### config.mk
export PLATFORM = sky130hd
export DESIGN_NAME = tree_adder_sequencer
export DESIGN_NICKNAME = d
export VERILOG_FILES = /design/src/rtl/tree_adder_pkg.sv /design/src/rtl/tree_adder_sequencer.sv
export SDC_FILE = /design/constraint.sdc
export NUM_CORES = 1
export LEC_CHECK = 0
export BUFFER_PORTS_ARGS = -buffer_cell sky130_fd_sc_hd__buf_2
export CAP_MARGIN = 20
export CELL_PAD_IN_SITES_DETAIL_PLACEMENT = 0
export CELL_PAD_IN_SITES_GLOBAL_PLACEMENT = 1
export CORE_UTILIZATION = 44
export DETAILED_ROUTE_END_ITERATION = 8
export PLACE_DENSITY = 0.91
export SLEW_MARGIN = 20
export SYNTH_ARGS = -nofsm -noshare
export SYNTH_HDL_FRONTEND = slang
export SYNTH_SLANG_ARGS = --single-unit
### constraint.sdc
create_clock -name clk -period 5.94 [get_ports clk]
set_clock_uncertainty 0.1 [all_clocks]
set_input_delay 0.297 -clock clk [delete_from_list [all_inputs] [get_ports clk]]
set_output_delay 0.297 -clock clk [all_outputs]
set_load 0.05 [all_outputs]
### src/rtl/tree_adder_pkg.sv
// rtl/tree_adder_pkg.sv - shared command codes, source and state enums for the tree adder
package tree_adder_pkg;

  // Command codes broadcast on the element command bus
  localparam logic [3:0] CMD_NOP              = 4'd0;
  localparam logic [3:0] CMD_TOPLOAD_SHADOW_A = 4'd9;
  localparam logic [3:0] CMD_TOPLOAD_SHADOW_B = 4'd10;
  localparam logic [3:0] CMD_SUMDECIMATE      = 4'd11;
  localparam logic [3:0] CMD_TOPLOAD_MULT     = 4'd12;

  // Selectable top-load sources; encoding 3 is reserved and rejected
  typedef enum logic [1:0] {
    SRC_MULT = 2'd0,
    SRC_SHA  = 2'd1,
    SRC_SHB  = 2'd2
  } src_e;

  // Sequencer states
  typedef enum logic [2:0] {
    IDLE  = 3'd0,
    LOAD  = 3'd1,
    DECIM = 3'd2,
    CAPT  = 3'd3,
    HOLD  = 3'd4
  } state_e;

  // Top-load command for a given source
  function automatic logic [3:0] load_code(input src_e src);
    case (src)
      SRC_MULT: load_code = CMD_TOPLOAD_MULT;
      SRC_SHA:  load_code = CMD_TOPLOAD_SHADOW_A;
      SRC_SHB:  load_code = CMD_TOPLOAD_SHADOW_B;
      default:  load_code = CMD_NOP;
    endcase
  endfunction

endpackage

### src/rtl/tree_adder_sequencer.sv
// rtl/tree_adder_sequencer.sv - drives the element command bus and collects the reduced total
module tree_adder_sequencer
  import tree_adder_pkg::*;
#(
  parameter int ADDER_DATASIZE = 16,
  parameter int CMD_WIDTH      = 4,
  parameter int GRID_LOG2      = 3
) (
  input  logic                      clk,
  input  logic                      rst_n,
  input  logic                      start,
  input  logic [1:0]                src_sel,
  input  logic                      acc_mode,
  output logic                      ready,
  output logic [CMD_WIDTH-1:0]      cmd,
  input  logic [ADDER_DATASIZE-1:0] sum_in,
  output logic [ADDER_DATASIZE-1:0] result,
  output logic                      result_valid,
  input  logic                      result_ready,
  output logic                      err
);

  // Step counter only needs to reach GRID_LOG2-1 (at most 7)
  localparam int         STEP_W    = 4;
  localparam logic [STEP_W-1:0] LAST_STEP = STEP_W'(GRID_LOG2 - 1);
  localparam logic [2:0] SRC_ILLEGAL = 3'd3;

  state_e            state;
  logic [STEP_W-1:0] step;
  logic              acc_q;

  // Single FSM register; cmd and ready are loaded with the value for the
  // state being entered so the bus is driven straight from flops.
  always_ff @(posedge clk or negedge rst_n) begin
    if (!rst_n) begin
      state        <= IDLE;
      step         <= '0;
      acc_q        <= 1'b0;
      cmd          <= '0;
      ready        <= 1'b1;
      result       <= '0;
      result_valid <= 1'b0;
      err          <= 1'b0;
    end else begin
      err <= 1'b0;
      case (state)
        IDLE: begin
          if (start) begin
            if ({1'b0, src_sel} == SRC_ILLEGAL) begin
              err <= 1'b1;
            end else begin
              // The load command register holds the latched source for LOAD
              acc_q <= acc_mode;
              cmd   <= CMD_WIDTH'(load_code(src_e'(src_sel)));
              ready <= 1'b0;
              state <= LOAD;
            end
          end
        end
        LOAD: begin
          if (GRID_LOG2 > 1) begin
            step  <= STEP_W'(1);
            cmd   <= CMD_WIDTH'(CMD_SUMDECIMATE);
            state <= DECIM;
          end else begin
            cmd   <= CMD_WIDTH'(CMD_NOP);
            state <= CAPT;
          end
        end
        DECIM: begin
          if (step == LAST_STEP) begin
            cmd   <= CMD_WIDTH'(CMD_NOP);
            state <= CAPT;
          end else begin
            step <= step + STEP_W'(1);
          end
        end
        CAPT: begin
          // Accumulation deliberately wraps modulo 2^ADDER_DATASIZE
          result       <= acc_q ? (result + sum_in) : sum_in;
          result_valid <= 1'b1;
          state        <= HOLD;
        end
        HOLD: begin
          if (result_ready) begin
            result_valid <= 1'b0;
            ready        <= 1'b1;
            state        <= IDLE;
          end
        end
        default: begin
          cmd          <= CMD_WIDTH'(CMD_NOP);
          ready        <= 1'b1;
          result_valid <= 1'b0;
          state        <= IDLE;
        end
      endcase
    end
  end

endmodule

==> flow_summary_export.csv, run 1 <==
group,metric,value,unit
critical_path,worst-setup-path-type,"reg2reg",
final_layout,number_of_non_filler_instances_in_the_completed_layout,354,
grt,grt_start_max_net_pins,32,
synthesis,synth-async-reset-ratio,1.00,
floorplan,die_w,72.1,microns
timing,final.hold.worst_slack,154,ps
clock_tree,number_of_buffers_created_by_cts,5,
drt,drc,2,
grt,total_routing_resource_utilization_after_global_routing,0.201,
drt,num_vias,1867,
critical_path,crit_path_max_incr_delay,460,ps
critical_path,worst_setup_path_end_kind,"flop",
clock_tree,tritoncts,"yes",
floorplan,die_boundary_height,72.1,microns
drt,number_of_nets_still_failing_antenna_checks_after_routing,0,
power_and_ir_drop,total_power_divided_by_cell_area,643,nW/um^2
synthesis,synthesis.area_per_instance,8.97,sq um
synthesis,seq_total_area_yosys,0.360,
final_layout,num-fill-cells,429,
critical_path,worst-path-max-fanout,3,
flow_run,cap_violations,0,
synthesis,postSynthRegisterBits,31,
clock_tree,cts.path.max_buffers,2,
timing,setup_viol,0,
place,routabilityCongestion,0.793,
final_layout,synthToLayoutAreaGrowth,17.8,%
synthesis,postSynth.topFlopCell,"dfrtp_1",
synthesis,postSynthNetCount,282,
timing,report.final.slew_viol_count,0,
clock_tree,cts-resized-gates,0,
synthesis,synth_cell_type_count,52,
timing,grt_setup_unrepaired,"no",
power_and_ir_drop,power.leakage,1.24,nW
synthesis,synth_cells,241,
synthesis,synth_enable_flop_cells,0,
final_layout,final_nets,327,
floorplan,floorplan.io_pins,46,
clock_tree,cts-htree-levels,2,
place,port_buffers,45,
timing,timing.final.hold_violations,0,
clock_tree,cts_num_sinks,31,
status,status,"finished, violations left",
floorplan,initial_utilization,0.457,
critical_path,timing.critical_path.from_type,"flop",
final_layout,antenna-diode-count,0,
drt,drt_iter0_markers,127,
power_and_ir_drop,power.total,1.64,mW
synthesis,ys_warn_count,0,
place,place_inst,345,
floorplan,design.die.area,5200,sq um
timing,timing_worst_slew_pin_value,984,ps
timing,final_period_minus_worst_setup_slack,2670,ps
grt,grt_antenna_before_repair,0,
timing,max_freq,374,MHz
critical_path,cp.buffers_inverters,0,
final_layout,final_layout_size_suffix_gt1_frac,0.223,
timing,min_period_over_period,0.450,
floorplan,floorplan.rows,25,
grt,overflow,0,
critical_path,path_delay_family,"compound AO/OA/AOI/OAI gates",
critical_path,worstPathRequired,6000,ps
drt,detail_route.vias_per_cell,5.27,
synthesis,post_synth_instance_area,2160,sq um
critical_path,crit_path_cell_trace,"ha_1 -> fa_1 -> a21o_1 -> a221oi_1 -> o31a_1 -> o21ai_0 -> xor2_1 -> mux2i_1 -> a21oi_1",
grt,first_pass_grt_wire_length,8.23,mm
drt,firstDrtPassIters,6,
floorplan,core-area,4720,sq um
timing,max_slew_margin,0.344,
status,violations_in_the_final_reports,"DRC",
place,dpl.hpwl,3.34,mm
critical_path,critical_path_arrival,2730,ps
drt,final_routed_wirelength_across_all_metal_layers,4.58,mm
drt,routed_wire_length_per_instance,12.9,microns
timing,setup_tns,0,ps
hold_path,min-delay-path-class,"in2reg",
clock_tree,clk_pin_slew_worst_paths,70,ps
clock_tree,clk_root_buffer_cell,"clkbuf_8",
critical_path,crit_slowest_cell,"a221oi_1",
grt,first_global_vias,1870,
power_and_ir_drop,ir_drop_worst_vdd,0.000303,V
clock_tree,clk_latency,290,ps
[what timing repair did]
item | in CTS | in global routing
hold endpoints to repair | 16 | 0
hold buffers | 1 | 0
buffers inserted | 0 | 0
[logic make-up (layout without fill, tap and decap cells)]
family | count (synthesis) | after routing | synth area share
compound gates | 78 | 78 | 0.229
simple gates | 76 | 76 | 0.164
flops | 31 | 31 | 0.360
fa+ha+maj | 18 | 18 | 0.108
buf+inv | 14 | 60 | 0.0342
mux | 13 | 13 | 0.0608
xor+xnor | 11 | 11 | 0.0446
[flip-flops by register name, indices dropped and copies added (netlist names)]
| signal | cells |
|---|---|
| acc_q | 1 |
| result_valid | 1 |
| result | 16 |
| cmd | 4 |
| step | 4 |
| ready | 1 |
| state | 3 |
| err | 1 |
[synth_stat cells (all sizes together), types with 6 or more instances]
master | count | area, sq um
clkbuf | 6 | 42.5
o21ai | 26 | 130
dfrtp | 30 | 751
mux2i | 12 | 120
xnor2 | 6 | 52.6
a21oi | 19 | 95.1
ha | 17 | 213
inv | 6 | 22.5
nand2 | 31 | 116
nand3 | 6 | 30.0
a21o | 6 | 46.3
a31oi | 6 | 37.5
nor2 | 17 | 66.3
[layout make-up]
type / instances / area, sq um / area share
multi-input cells: 196 / 1310 / 0.514
inverters: 6 / 22.5 / 0.00885
repair buffers: 46 / 235 / 0.0924
clock inverters: 2 / 35.0 / 0.0138
flip-flops and latches: 31 / 777 / 0.305
clock buffers: 6 / 82.6 / 0.0324
well taps: 67 / 83.8 / 0.0329
[routing by layer]
metal	routed length [microns]	share of wire	vias to the layer above	global-route usage
met1	2290	0.50	852	0.264
met2	2080	0.45	35	0.329
met3	149	0.033	7	0.0431
li1	-	-	973	-
met4	63	0.014	0	0.0654
met5	0	0	-	0
[path summary, 6_finish.rpt]
check | start | to | slack, ps | cells after the start
setup / recovery | result[0] | result[14] | 3270 | 9
max in group asynchronous | rst_n | acc_q | 4780 | 2
hold reg to reg | cmd[1] | cmd[1] | 390 | 2
setup reg to reg | result[0] | result[14] | 3270 | 9
min in group asynchronous | rst_n | result[7] | 500 | 2
hold / removal | acc_mode | acc_q | 150 | 2
[cells in the final DEF, fill, tap and decap left out, drive strengths merged, types with 12 or more instances in the layout]
master / count
a21oi: 19
dfrtp: 30
ha: 17
nand2: 31
o21ai: 26
nor2: 17
buf: 45
mux2i: 12
[per-stage QoR]
step / util / setup WS [ps] / area, sq um
4_1_cts: 0.539 / 3250 / 2550
5_1_grt: 0.539 / 3130 / 2550
2_1_floorplan: - / 3220 / 2160
3_3_place_gp: 0.512 / 3280 / 2420
6_report: 0.539 / 3270 / 2550
3_5_place_dp: 0.512 / 3240 / 2420
[where the power goes]
part	total [mW]	internal (mW)	switching (mW)
Sequential	0.435	0.309	0.126
Clock	0.218	0.136	0.0826
Combinational	0.983	0.358	0.625
(Power assumes the default switching activity.)
==> run 2, diff against run 1 <==
- ABC_AREA: default -> 1
- CORE_UTILIZATION: 44 -> 39
- PLACE_DENSITY: 0.91 -> 0.86
- clock period: 5.94 -> 2.8 ns (I/O delays scaled with it)
==> flow_summary_export.csv, run 2 <==
group,metric,value,unit
clock_tree,tritoncts,"yes",
clock_tree,clk_latency,280,ps
floorplan,floorplan.io_pins,46,
power_and_ir_drop,total_power_divided_by_cell_area,1320,nW/um^2
grt,total_routing_resource_utilization_after_global_routing,0.189,
timing,max_freq,518,MHz
final_layout,number_of_non_filler_instances_in_the_completed_layout,486,
synthesis,yosys.cell_count.top_type,"nand2_1",
grt,grtUsageMet3,0.0341,
floorplan,die_boundary_height,80.4,microns
synthesis,seq_total_area_yosys,0.324,
clock_tree,cts.path.max_buffers,2,
timing,grt_setup_unrepaired,"no",
timing,final_period_minus_worst_setup_slack,1930,ps
critical_path,cp.buffers_inverters,0,
critical_path,timing.critical_path.from_type,"flop",
hold_path,min_from,"sum_in[0]",
clock_tree,cts_num_sinks,31,
drt,detail_route.vias_per_cell,4.79,
critical_path,path_delay_family,"simple AND/OR/NAND/NOR gates",
timing,setup_viol,0,
critical_path,rr_endpoint,"result[14]",
hold_path,min-delay-path-class,"in2reg",
final_layout,synthToLayoutAreaGrowth,17.2,%
flow_run,cap_violations,0,
critical_path,worst_setup_path_end_kind,"flop",
power_and_ir_drop,ir_drop_worst_vdd,0.000534,V
critical_path,r2r.worst_path.cells,12,
timing,report.final.slew_viol_count,0,
final_layout,num-fill-cells,640,
timing,min_period_over_period,0.689,
synthesis,synth_enable_flop_cells,0,
final_layout,largest_register_ff_count,16,
synthesis,postSynthNetCount,400,
grt,grt_start_max_net_pins,32,
drt,number_of_nets_still_failing_antenna_checks_after_routing,0,
final_layout,final_common_cell,"nand2_1",
floorplan,core-area,5920,sq um
final_layout,final_layout_size_suffix_gt1_frac,0.195,
grt,grt.met1_usage,0.232,
critical_path,worst-path-max-fanout,4,
synthesis,synthesis.area_per_instance,6.68,sq um
grt,first_global_vias,2125,
floorplan,floorplan.rows,28,
synthesis,netlist_top_cells_count,"nand2_1, inv_1, nor2_1, a21oi_1, dfrtp_1",
final_layout,antenna-diode-count,0,
grt,first_pass_grt_wire_length,9.47,mm
timing,layout_setup_ws,871,ps
critical_path,r2r_slack,870,ps
place,place_inst,475,
final_layout,most_used_cells_in_the_layout_excluding_fill_and_tap_cells,"nand2_1, buf_2, inv_1",
timing,setup_tns,0,ps
synthesis,postSynthRegisterBits,31,
critical_path,crit_slowest_cell,"fa_1",
hold_path,min_to,"result[0]",
drt,drc,0,
place,dpl.hpwl,4.38,mm
grt,overflow,0,
clock_tree,cts-htree-levels,2,
timing,max_slew_margin,0.497,
synthesis,ys_warn_count,0,
grt,global_route.usage.met2,0.340,
synthesis,synth_top_area_cell,"dfrtp_1",
drt,firstDrtPassIters,4,
final_layout,final_nets,451,
final_layout,largest_register,"result",
drt,num_vias,2329,
synthesis,synth_cells,359,
synthesis,netlist.area_leader.share,0.313,
floorplan,design.die.area,6470,sq um
grt,grt_busiest_layer,"met2",
clock_tree,clk_root_buffer_cell,"clkbuf_8",
synthesis,synth.area.top_cells,"dfrtp_1, nand2_1, ha_1, inv_1, a21oi_1",
final_layout,largest_registers,"result (16), cmd (4), step (4)",
timing,timing.final.hold_violations,0,
place,detailedPlace.worstSlack,864,ps
critical_path,timing.rr.start,"result[0]",
drt,routed_wire_length_per_instance,11.5,microns
drt,final_routed_wirelength_across_all_metal_layers,5.61,mm
critical_path,cp_common_cell,"nand2_1",
synthesis,postSynth.topFlopCell,"dfrtp_1",
synthesis,post_synth_instance_area,2400,sq um
place,routabilityCongestion,0.770,
critical_path,worstPathRequired,2880,ps
floorplan,die_w,80.4,microns
synthesis,synth_cell_type_count,32,
final_layout,multi_input_comb_area,1380,sq um
critical_path,worst-setup-path-type,"reg2reg",
status,status,"completed",
drt,drt_iter0_markers,46,
critical_path,crit_path_cell_trace,"ha_1 -> fa_1 -> nand2_1 -> nand2_1 -> nand3b_1 -> nand2_1 -> nand2_1 -> nand2_1 -> nand2_1 -> nand3_1 -> nand2_1 -> nand2_1",
floorplan,initial_utilization,0.405,
synthesis,synth-async-reset-ratio,1.00,
place,port_buffers,45,
critical_path,critical_path_arrival,2010,ps
timing,timing_worst_slew_pin_value,754,ps
critical_path,crit_path_max_incr_delay,410,ps
final_layout,register_area,777,sq um
hold_path,min_delay_path_depth,3,
grt,grt_antenna_before_repair,0,
power_and_ir_drop,power.leakage,1.56,nW
clock_tree,clk_pin_slew_worst_paths,70,ps
clock_tree,number_of_buffers_created_by_cts,5,
==> run 2: metrics by stage <==
step	total power [mW]	cell area [sq um]	utilization	hold slack [ps]
floorplan	2.84	2400	-	-256
finish	3.71	2810	0.475	34.0
detailed placement	3.38	2690	0.455	158
CTS	3.76	2810	0.475	24.9
global placement	3.35	2690	0.455	157
global route	4.08	2810	0.475	56.1
==> run 2: worst max-delay path by stage <==
stage | startpoint | to | slack, ps | cells after the start
6_report | result[0] | result[14] | 870 | 12
5_1_grt | result[0] | result[14] | 720 | 12
3_5_place_dp | result[0] | result[14] | 860 | 12
4_1_cts | result[0] | result[14] | 860 | 12
2_1_floorplan | result[0] | result[12] | 740 | 11
3_3_place_gp | result[0] | result[14] | 910 | 12
==> run 2: final cells by class <==
cell class,instances,area share
Multi-Input combinational cell,267,0.489
Sequential cell,31,0.276
Timing Repair Buffer,50,0.0961
Inverter,55,0.0734
Tap cell,75,0.0334
Clock buffer,5,0.0245
Clock inverter,3,0.00712
==> run 2: cell families after synthesis <==
family                     synth area share
and+or+nand+nor                       0.360
buffers and inverters                 0.103
AOI/OAI and AO/OA                     0.105
DFF                                   0.324
adders and majority gates            0.0970
xor gates and xnor gates             0.0110
==> run 2: repair_timing <==
action / 4_1_cts / 5_1_grt
endpoints found under the hold margin: 32 / 0
hold buffers: 3 / 0
resized for setup: 0 / 0
buffers inserted: 0 / 0
==> run 2: worst min-delay path: stages <==
cell	delay, ps
buf_2	110
nand2_1	60
a31oi_1	70
==> run 2: report_power, final <==
group | switching (mW) | internal (mW) | leakage, nW | total, mW
logic | 1.75 | 0.773 | 1.14 | 2.52
clock network | 0.188 | 0.173 | 0.0402 | 0.361
registers | 0.165 | 0.665 | 0.375 | 0.830
==> run 2: per-layer routing <==
layer  part of all wire  wire length [microns]
met5                  0                      0
met4             0.0086                     48
met3              0.033                    184
met2               0.49                   2730
met1               0.47                   2650
